File: src/rtl/dadda_pkg.sv
// -----------------------------------------------------------------------------
// dadda_pkg
// Shared constants and types for the dadda_16 multiply-accumulate stage.
//   DADDA_PROD_W : width of a dadda_16 product (unsigned 16x16 -> 32)
//   DADDA_ACC_W  : default accumulator width
//   DADDA_CNT_W  : default width of the term-count field
//   prod_t       : one product word as produced by dadda_16
//   acc_state_e  : accumulator control states
// -----------------------------------------------------------------------------
package dadda_pkg;

    localparam int DADDA_PROD_W = 32;
    localparam int DADDA_ACC_W  = 40;
    localparam int DADDA_CNT_W  = 8;

    typedef logic [DADDA_PROD_W-1:0] prod_t;

    typedef enum logic [1:0] {
        ST_IDLE  = 2'd0,
        ST_ACCUM = 2'd1,
        ST_DONE  = 2'd2
    } acc_state_e;

endpackage : dadda_pkg

File: src/rtl/dadda_mac_acc_if.sv
// -----------------------------------------------------------------------------
// dadda_mac_acc_if
// Bundles the control, product-stream and result-stream signals of the
// multiply-accumulate stage.
//   master : drives start/len, the product stream and acc_ready
//   slave  : the accumulator (accepts products, presents acc/acc_valid)
// Signals:
//   start, len                          - begin an accumulation of len terms
//   prod, prod_valid, prod_ready        - product stream (valid/ready)
//   acc, acc_valid, acc_ready, acc_ovf  - result stream (valid/ready) + carry flag
//   busy                                - accumulator not idle
// -----------------------------------------------------------------------------
interface dadda_mac_acc_if #(
    parameter int PROD_W = 32,
    parameter int ACC_W  = 40,
    parameter int CNT_W  = 8
) ();

    logic              start;
    logic [CNT_W-1:0]  len;
    logic [PROD_W-1:0] prod;
    logic              prod_valid;
    logic              prod_ready;
    logic [ACC_W-1:0]  acc;
    logic              acc_valid;
    logic              acc_ready;
    logic              acc_ovf;
    logic              busy;

    modport master (
        output start, len, prod, prod_valid, acc_ready,
        input  prod_ready, acc, acc_valid, acc_ovf, busy
    );

    modport slave (
        input  start, len, prod, prod_valid, acc_ready,
        output prod_ready, acc, acc_valid, acc_ovf, busy
    );

endinterface : dadda_mac_acc_if

File: src/rtl/dadda_acc_add.sv
// -----------------------------------------------------------------------------
// dadda_acc_add
// Combinational accumulator adder: i_acc + zero-extended i_prod, computed one
// bit wider than the accumulator so the top bit is the carry-out.
// Optional macro DADDA_ACC_SAT_EN: on carry the sum is clamped to all-ones
// instead of wrapping. Once clamped, any further nonzero term carries again,
// so the accumulator stays at full scale for the rest of the run.
// Ports:
//   i_acc   [ACC_W]  current accumulator value
//   i_prod  [PROD_W] unsigned product
//   o_sum   [ACC_W]  next accumulator value (wrapped or clamped)
//   o_carry [1]      carry-out of the ACC_W-bit add
// -----------------------------------------------------------------------------
module dadda_acc_add
    import dadda_pkg::*;
#(
    parameter int PROD_W = DADDA_PROD_W,
    parameter int ACC_W  = DADDA_ACC_W
) (
    input  logic [ACC_W-1:0]  i_acc,
    input  logic [PROD_W-1:0] i_prod,
    output logic [ACC_W-1:0]  o_sum,
    output logic              o_carry
);

    logic [ACC_W:0] w_full;

    // Wide add with the product zero-extended to ACC_W+1 bits.
    always_comb begin
        w_full  = {1'b0, i_acc} + {{(ACC_W+1-PROD_W){1'b0}}, i_prod};
        o_carry = w_full[ACC_W];
`ifdef DADDA_ACC_SAT_EN
        if (w_full[ACC_W]) begin
            o_sum = {ACC_W{1'b1}};
        end else begin
            o_sum = w_full[ACC_W-1:0];
        end
`else
        o_sum = w_full[ACC_W-1:0];
`endif
    end

endmodule : dadda_acc_add

File: src/rtl/dadda_mac_acc.sv
// -----------------------------------------------------------------------------
// dadda_mac_acc
// Accumulates a programmed number of unsigned dadda_16 products and presents
// the sum over a valid/ready handshake. Control is a three-state FSM
// (IDLE -> ACCUM -> DONE -> IDLE); len==0 skips straight to DONE with a zero
// sum. acc_ovf is sticky for the current accumulation and is cleared by start.
// Optional macro DADDA_ACC_SAT_EN (see dadda_acc_add): clamp instead of wrap.
// Ports:
//   clk    rising-edge clock
//   rst_n  asynchronous active-low reset (aborts and discards a partial sum)
//   bus    dadda_mac_acc_if.slave: start/len, prod stream, acc stream, busy
// All outputs on bus are driven straight from registers.
// -----------------------------------------------------------------------------
module dadda_mac_acc
    import dadda_pkg::*;
#(
    parameter int PROD_W = DADDA_PROD_W,
    parameter int ACC_W  = DADDA_ACC_W,
    parameter int CNT_W  = DADDA_CNT_W
) (
    input  logic             clk,
    input  logic             rst_n,
    dadda_mac_acc_if.slave   bus
);

    localparam logic [CNT_W-1:0] CNT_ONE  = {{(CNT_W-1){1'b0}}, 1'b1};
    localparam logic [CNT_W-1:0] CNT_ZERO = {CNT_W{1'b0}};

    acc_state_e       r_state;
    logic [ACC_W-1:0] r_acc;
    logic             r_ovf;
    logic [CNT_W-1:0] r_rem;
    logic             r_prod_ready;
    logic             r_acc_valid;
    logic             r_busy;

    acc_state_e       w_state_nxt;
    logic [ACC_W-1:0] w_acc_nxt;
    logic             w_ovf_nxt;
    logic [CNT_W-1:0] w_rem_nxt;
    logic [ACC_W-1:0] w_sum;
    logic             w_carry;
    logic             w_take;

    dadda_acc_add #(
        .PROD_W (PROD_W),
        .ACC_W  (ACC_W)
    ) u_add (
        .i_acc   (r_acc),
        .i_prod  (bus.prod),
        .o_sum   (w_sum),
        .o_carry (w_carry)
    );

    // A product transfers only while ACCUM advertises ready.
    assign w_take = bus.prod_valid && r_prod_ready;

    // Next-state and datapath update; every path holds state unless told otherwise.
    always_comb begin
        w_state_nxt = r_state;
        w_acc_nxt   = r_acc;
        w_ovf_nxt   = r_ovf;
        w_rem_nxt   = r_rem;
        case (r_state)
            ST_IDLE: begin
                if (bus.start) begin
                    w_acc_nxt = {ACC_W{1'b0}};
                    w_ovf_nxt = 1'b0;
                    if (bus.len != CNT_ZERO) begin
                        w_state_nxt = ST_ACCUM;
                        w_rem_nxt   = bus.len;
                    end else begin
                        w_state_nxt = ST_DONE;
                        w_rem_nxt   = CNT_ZERO;
                    end
                end else begin
                    w_state_nxt = ST_IDLE;
                end
            end
            ST_ACCUM: begin
                if (w_take) begin
                    w_acc_nxt = w_sum;
                    w_ovf_nxt = r_ovf | w_carry;
                    w_rem_nxt = r_rem - CNT_ONE;
                    // Leaving on remaining==1 means the counter bottoms out at 0, never wraps.
                    if (r_rem == CNT_ONE) begin
                        w_state_nxt = ST_DONE;
                    end else begin
                        w_state_nxt = ST_ACCUM;
                    end
                end else begin
                    w_state_nxt = ST_ACCUM;
                end
            end
            ST_DONE: begin
                if (bus.acc_ready) begin
                    w_state_nxt = ST_IDLE;
                end else begin
                    w_state_nxt = ST_DONE;
                end
            end
            default: begin
                w_state_nxt = ST_IDLE;
            end
        endcase
    end

    // State, datapath and output flags; flags are decoded from the next state
    // so they line up with the state they describe.
    always_ff @(posedge clk or negedge rst_n) begin
        if (!rst_n) begin
            r_state      <= ST_IDLE;
            r_acc        <= {ACC_W{1'b0}};
            r_ovf        <= 1'b0;
            r_rem        <= CNT_ZERO;
            r_prod_ready <= 1'b0;
            r_acc_valid  <= 1'b0;
            r_busy       <= 1'b0;
        end else begin
            r_state      <= w_state_nxt;
            r_acc        <= w_acc_nxt;
            r_ovf        <= w_ovf_nxt;
            r_rem        <= w_rem_nxt;
            r_prod_ready <= (w_state_nxt == ST_ACCUM);
            r_acc_valid  <= (w_state_nxt == ST_DONE);
            r_busy       <= (w_state_nxt != ST_IDLE);
        end
    end

    assign bus.prod_ready = r_prod_ready;
    assign bus.acc        = r_acc;
    assign bus.acc_valid  = r_acc_valid;
    assign bus.acc_ovf    = r_ovf;
    assign bus.busy       = r_busy;

endmodule : dadda_mac_acc

File: src/flat_wrapper.sv
// flat-port wrapper written by rule: the top's interface ports become plain ports
module dadda_mac_acc_flat import dadda_pkg::*;
#(
    parameter int PROD_W = DADDA_PROD_W,
    parameter int ACC_W  = DADDA_ACC_W,
    parameter int CNT_W  = DADDA_CNT_W
)
  (clk, rst_n, bus_start, bus_len, bus_prod, bus_prod_valid, bus_acc_ready, bus_prod_ready, bus_acc, bus_acc_valid, bus_acc_ovf, bus_busy);
  dadda_mac_acc_if #(.PROD_W(PROD_W), .ACC_W(ACC_W), .CNT_W(CNT_W)) bus_i ();
  input  logic clk;
  input  logic rst_n;
  input wire logic [$bits(bus_i.start)-1:0] bus_start;
  input wire logic [$bits(bus_i.len)-1:0] bus_len;
  input wire logic [$bits(bus_i.prod)-1:0] bus_prod;
  input wire logic [$bits(bus_i.prod_valid)-1:0] bus_prod_valid;
  input wire logic [$bits(bus_i.acc_ready)-1:0] bus_acc_ready;
  output wire logic [$bits(bus_i.prod_ready)-1:0] bus_prod_ready;
  output wire logic [$bits(bus_i.acc)-1:0] bus_acc;
  output wire logic [$bits(bus_i.acc_valid)-1:0] bus_acc_valid;
  output wire logic [$bits(bus_i.acc_ovf)-1:0] bus_acc_ovf;
  output wire logic [$bits(bus_i.busy)-1:0] bus_busy;
  assign bus_i.start = bus_start;
  assign bus_i.len = bus_len;
  assign bus_i.prod = bus_prod;
  assign bus_i.prod_valid = bus_prod_valid;
  assign bus_i.acc_ready = bus_acc_ready;
  assign bus_prod_ready = bus_i.prod_ready;
  assign bus_acc = bus_i.acc;
  assign bus_acc_valid = bus_i.acc_valid;
  assign bus_acc_ovf = bus_i.acc_ovf;
  assign bus_busy = bus_i.busy;
  dadda_mac_acc #(.PROD_W(PROD_W), .ACC_W(ACC_W), .CNT_W(CNT_W)) u_core (.clk(clk), .rst_n(rst_n), .bus(bus_i));
endmodule
File: config.mk
export PLATFORM = sky130hd
export DESIGN_NAME = dadda_mac_acc_flat
export DESIGN_NICKNAME = d
export VERILOG_FILES = /design/src/rtl/dadda_pkg.sv /design/src/rtl/dadda_mac_acc_if.sv /design/src/rtl/dadda_acc_add.sv /design/src/rtl/dadda_mac_acc.sv /design/src/flat_wrapper.sv
export SDC_FILE = /design/constraint.sdc
export NUM_CORES = 1
export LEC_CHECK = 0
export BUFFER_PORTS_ARGS = -buffer_cell sky130_fd_sc_hd__buf_4
export CAP_MARGIN = 20
export CORE_MARGIN = 2
export CORE_UTILIZATION = 35
export CTS_CLUSTER_SIZE = 10
export DETAILED_ROUTE_END_ITERATION = 10
export GPL_TIMING_DRIVEN = 1
export PLACE_DENSITY = 0.57
export SLEW_MARGIN = 10
export SYNTH_ARGS = -nofsm -noshare
export SYNTH_HDL_FRONTEND = slang
export SYNTH_SLANG_ARGS = --single-unit
File: constraint.sdc
create_clock -name clk -period 3.4 [get_ports clk]
set_input_delay 0.17 -clock clk [delete_from_list [all_inputs] [get_ports clk]]
set_output_delay 0.17 -clock clk [all_outputs]
set_load 0.05 [all_outputs]
# ---- Word-level counts from Yosys, hierarchy flattened
# Index checks and enable logic that the tools add are counted.
dict set report totals {
  regBits 54
  input_bits 45
  output_inout_bits 44
  elab_cells 39
}
dict set report op_classes {
  add_sub_neg 2
  eq_ne 7
  mux 16
  bitwise 1
  n_reduce_logical 6
}
# op count
set op_table {}
lappend op_table {{$mux W40} 2}
lappend op_table {{$pmux W40 S2} 1}
lappend op_table {{$add A40 B32 Y41} 1}
lappend op_table {{$mux W8} 3}
lappend op_table {{$pmux W8 S2} 1}
lappend op_table {{$mux W2} 5}
lappend op_table {{$eq A8 B1 Y1 const B} 1}
lappend op_table {{$reduce_bool A8 Y1} 1}
lappend op_table {{$sub A8 B1 Y8 const B} 1}
lappend op_table {{$pmux W2 S3} 1}
lappend op_table {{$eq A2 B1 Y1 const B} 2}
lappend op_table {{$eq A2 B2 Y1 const B} 2}
lappend op_table {{$reduce_bool A2 Y1} 2}
lappend op_table {{$reduce_and A3 Y1} 1}
lappend op_table {{$logic_not A2 Y1} 1}
lappend op_table {{$mux W1} 2}
lappend op_table {{$ne A2 B1 Y1 const B} 1}
lappend op_table {{$ne A2 B2 Y1 const B} 1}
lappend op_table {{$pmux W1 S2} 1}
lappend op_table {{$logic_and A1 B1 Y1} 1}
lappend op_table {{$or A1 B1 Y1} 1}

# ---- Longest topological paths before layout
dict set report depth {
  depth_word 5
  depth_mapped 10
  depth_no_buf 10
}

# ---- By module
# Synthesis repeated with hierarchy kept, for this count alone.
dict set report unflattened {
  hier_cells 549
  hier_area_um2 4316.6
}
# mod n_inst cells_per_inst area_each_um2 seq_area_each_um2
set modules_own_cells {}
lappend modules_own_cells {dadda_mac_acc 1 265 2336.0 1351.3}
lappend modules_own_cells {dadda_acc_add 1 284 1980.6 0.0}

# ---- Worst setup path after synthesis
# OpenSTA, ideal clock, no wires.
dict set report synth_timing {
  kind {register to register}
  from {reg u_core.r_acc[0], in the netlist u_core.bus.acc[0]}
  to {reg u_core.r_acc[38], in the netlist u_core.bus.acc[38]}
  setup_time_ps 78
  arrival_ps 2912
  required_time_ps 3322
  setup_slack_ps 410
  stages_incl_launch_ff 11
  n_path_buf 0
  synth_period_minus_slack_ps 2990
  path_cell_list {dfrtp_1 -> ha_1 -> fa_1 -> a21o_1 -> nand4_2 -> a2111oi_4 -> a221oi_2 -> o311ai_4 -> o21bai_4 -> or4_1 -> a21oi_1}
}
dict set report synth_via {
  elab_chain_len 3
}
# item line
set synth_rtl {}
lappend synth_rtl {{from (decl)} dadda_mac_acc.sv:30} ;# logic [ACC_W-1:0] r_acc;
lappend synth_rtl {{from (signal assigned)} dadda_mac_acc.sv:113} ;# r_acc <= {ACC_W{1'b0}};
lappend synth_rtl {{from (signal assigned)} dadda_mac_acc.sv:121} ;# r_acc <= w_acc_nxt;
lappend synth_rtl {{$add A40 B32 Y41} dadda_acc_add.sv:30} ;# w_full = {1'b0, i_acc} + {{(ACC_W+1-PROD_W){1'b0}}, i_prod};
lappend synth_rtl {{$mux W40} dadda_mac_acc.sv:81} ;# if (w_take) begin
lappend synth_rtl {{$pmux W40 S2} dadda_mac_acc.sv:64} ;# case (r_state)
# No other way between the ends. The select of a mux whose other input is x is not followed.
# A chain may end at the register's enable or synchronous reset.

# ---- Worst setup path in the final report
# Ends and elaborated chain as after synthesis.

==> metrics.txt <==
status=finished clean; Syn Inst Count=roughly 470; io pins=89; critical path class=flip-flop to flip-flop; final setup violation count=0; 1st-iter DRT viols=between 150 and 200; layout cells sized above 1=20.5%; Synth Flop Type=dfrtp_1; post-synthesis register bit count=54; CTS Root Cell=clkbuf_16; Max H-tree Level=2; post-layout total power=5.31 mW; number of flops mapped to enable cells by yosys=0; TritonRoute pass-1 iters=4; Min Clock Period, post-route=~2900 ps; Final Cycle Share=between 80% and 90%; global-route wire length before repair=18.2 mm; Max Slew Vio Count=0; FMAX=0.344 GHz; synthesized area=roughly 0.0040 mm²; Post-Syn Area per Cell=8.60 µm²; # rows=39; final net count=between 600 and 700; routability-driven placement congestion ratio=between 0.8 and 0.9; Via density=5.37; n_diodes=0; Fin. Hold Viols=0; I/O Buffers=88; core area=0.0113 mm²; unrepaired setup endpoints after global routing=false; vias in the first global route=~3700; worst-margin pin slew=around 740 ps; Routed Antenna Nets=0; Pwr Density=1060 mW/mm²; CTS Buffer Depth=2; Synth cell types=a little over 60; Synth top cells by count=nand2_1 (68), dfrtp_1 (54), o21ai_0 (54); area delta synth->final=24.6%; wire per inst=~16 µm; Slew HR=about half; Worst EP required=3630 ps; clk_lat worst skew=approximately 300 ps; die area=~0.012 mm²; post-CTS setup buffers=0; hold crit path type=primary input to flip-flop; Peak VDD IR=0.448 mV; area of the multi-input gates=0.00258 mm²; DIE WIDTH=111 µm; TritonCTS clock tree=built; CP startpoint kind=flip-flop; setup tns final=0 ps; Synth area leader=dfrtp_1; CP endpoint kind=flip-flop; clock skew=around 8 ps; initial antenna violation count=0; total track usage=roughly 18%; FF/Latch Area=0.00135 mm²; Synth top area share=about 34%; post-synthesis sequential area ratio=roughly a third; routed via count=approximately 3800; Residual DRC=0; Syn Nets=roughly 550; final wirelength=between 10 and 15 mm; CTS buffer count=5; Worst Path Arrival=between 3000 and 4000 ps; most area-consuming cells after synthesis=dfrtp_1 (34%), ha_1 (11%), o21ai_0 (6.7%); Max FO, Critical Path=7; Initial Util=a little over a third; warnings from Yosys=0; largest net degree at the start of global routing=between 50 and 60; DP HPWL=approximately 8.3 mm; Max Cap Violations=0; Remaining Overflow, GRT=0; dpl ws=between 500 and 600 ps; CTS clock-pin slew for the worst setup and hold paths=~80 ps; Fillers=roughly 1100; Die Y=around 110 µm; cell leakage power=approximately 2.4 nW; clock sinks=54; Final WS setup=490 ps; FFs w/ async S/R, synth=100%; most common cell in the synthesized netlist=nand2_1
[report_power, final]
group / internal (mW) / switching, mW / leakage [nW] / total [mW]
sequential: 0.915 / 0.240 / 0.667 / 1.16
clock: 0.297 / 0.261 / 0.0735 / 0.558
combinational: 1.31 / 2.29 / 1.62 / 3.60
[flip-flops by register name (all words and copies together) (netlist names)]
| signal | count |
|---|---|
| u_core.r_state | 2 |
| u_core.bus.prod_ready | 1 |
| u_core.bus.busy | 1 |
| u_core.bus.acc_valid | 1 |
| u_core.r_rem | 8 |
| u_core.bus.acc_ovf | 1 |
| u_core.bus.acc | 40 |
[critical path: stages, from the launching register on]
cell and delay [ps]:
dfrtp_1 370, ha_1 220, fa_1 240, a21o_1 160, nand4_2 160, a2111oi_4 400, a221oi_2 120, o311ai_4 370
o21bai_4 120, or4_1 510, a21oi_1 160
[layer usage]
metal	vias up	share of wire, %	wire [µm]	GRT usage [%]
met4	0	1.2	132	4.36
li1	1907	-	-	-
met2	73	48	5310	30.0
met5	-	0	0	0
met1	1769	47	5160	23.2
met3	8	3.5	387	2.95
[cells in the final DEF (no fill, tap or decap), types with 3 or more instances in the layout]
cell	Yosys	routed
o21bai_1	3	3
nor3_1	7	7
ha_1	34	34
o22ai_1	4	4
nand2_1	68	68
nor2b_1	6	6
nor3b_1	4	4
a21oi_1	35	35
dfrtp_1	54	54
clkbuf_16	0	5
and3_1	4	4
nand3_1	15	15
a21o_1	16	16
a32o_1	3	3
o31ai_1	6	6
xnor2_1	15	15
o311ai_0	4	4
o21a_1	3	3
a211oi_1	5	5
buf_4	0	93
or3_1	3	3
nand2b_1	6	6
xor2_1	10	10
nand4_1	8	8
inv_1	10	10
o21ai_0	54	54
or4_1	4	4
nor2_1	26	25
mux2i_1	5	5
[kinds of logic after synthesis]
family                   share of synthesized area (%)
AO/OA/AOI/OAI                                     26.7
multiplexers                                      1.24
AND/OR/NAND/NOR                                   19.6
XOR/XNOR                                          5.43
adder cells (fa/ha/maj)                           11.0
buffers and inverters                             2.48
flip-flops                                        33.5
[cell type report]
type | count | share of cell area, %
timing repair buffer | 95 | 14.3
multi-input combinational | 389 | 51.4
clock buffer | 6 | 2.76
inverter | 10 | 0.747
sequential | 54 | 26.9
clock inverter | 2 | 0.324
tap | 143 | 3.56
[metrics by stage]
step / hold slack, ps / std cells / utilization [%] / instance area (µm²)
floorplan: -126 / 469 / - / 4030
global placement: 287 / 689 / 42.8 / 4850
global route: 101 / 699 / 44.4 / 5020
CTS: 100 / 698 / 44.3 / 5010
finish: 100 / 699 / 44.4 / 5020
detailed placement: 290 / 689 / 42.8 / 4850
[final timing paths]
path	from	end	slack, ps	cells past startpoint
setup / recovery	u_core.bus.acc[0]$_DFFE_PN0P_	u_core.bus.acc[38]$_DFFE_PN0P_	490	10
hold reg to reg	u_core.bus.acc_ovf$_DFFE_PN0P_	u_core.bus.acc_ovf$_DFFE_PN0P_	500	1
max in group asynchronous	rst_n	u_core.bus.acc[17]$_DFFE_PN0P_	2430	2
hold / removal	bus_len[2]	u_core.r_rem[2]$_DFFE_PN0P_	100	3
setup reg to reg	u_core.bus.acc[0]$_DFFE_PN0P_	u_core.bus.acc[38]$_DFFE_PN0P_	490	10
min in group asynchronous	rst_n	u_core.bus.acc[36]$_DFFE_PN0P_	460	2
[what timing repair did]
item / 4_1_cts / 5_1_grt
hold buffers: 1 / 0
endpoints found under the hold margin: 54 / 0
resized for setup: 0 / 0
No activity file was read; power rests on OpenSTA's default activity.
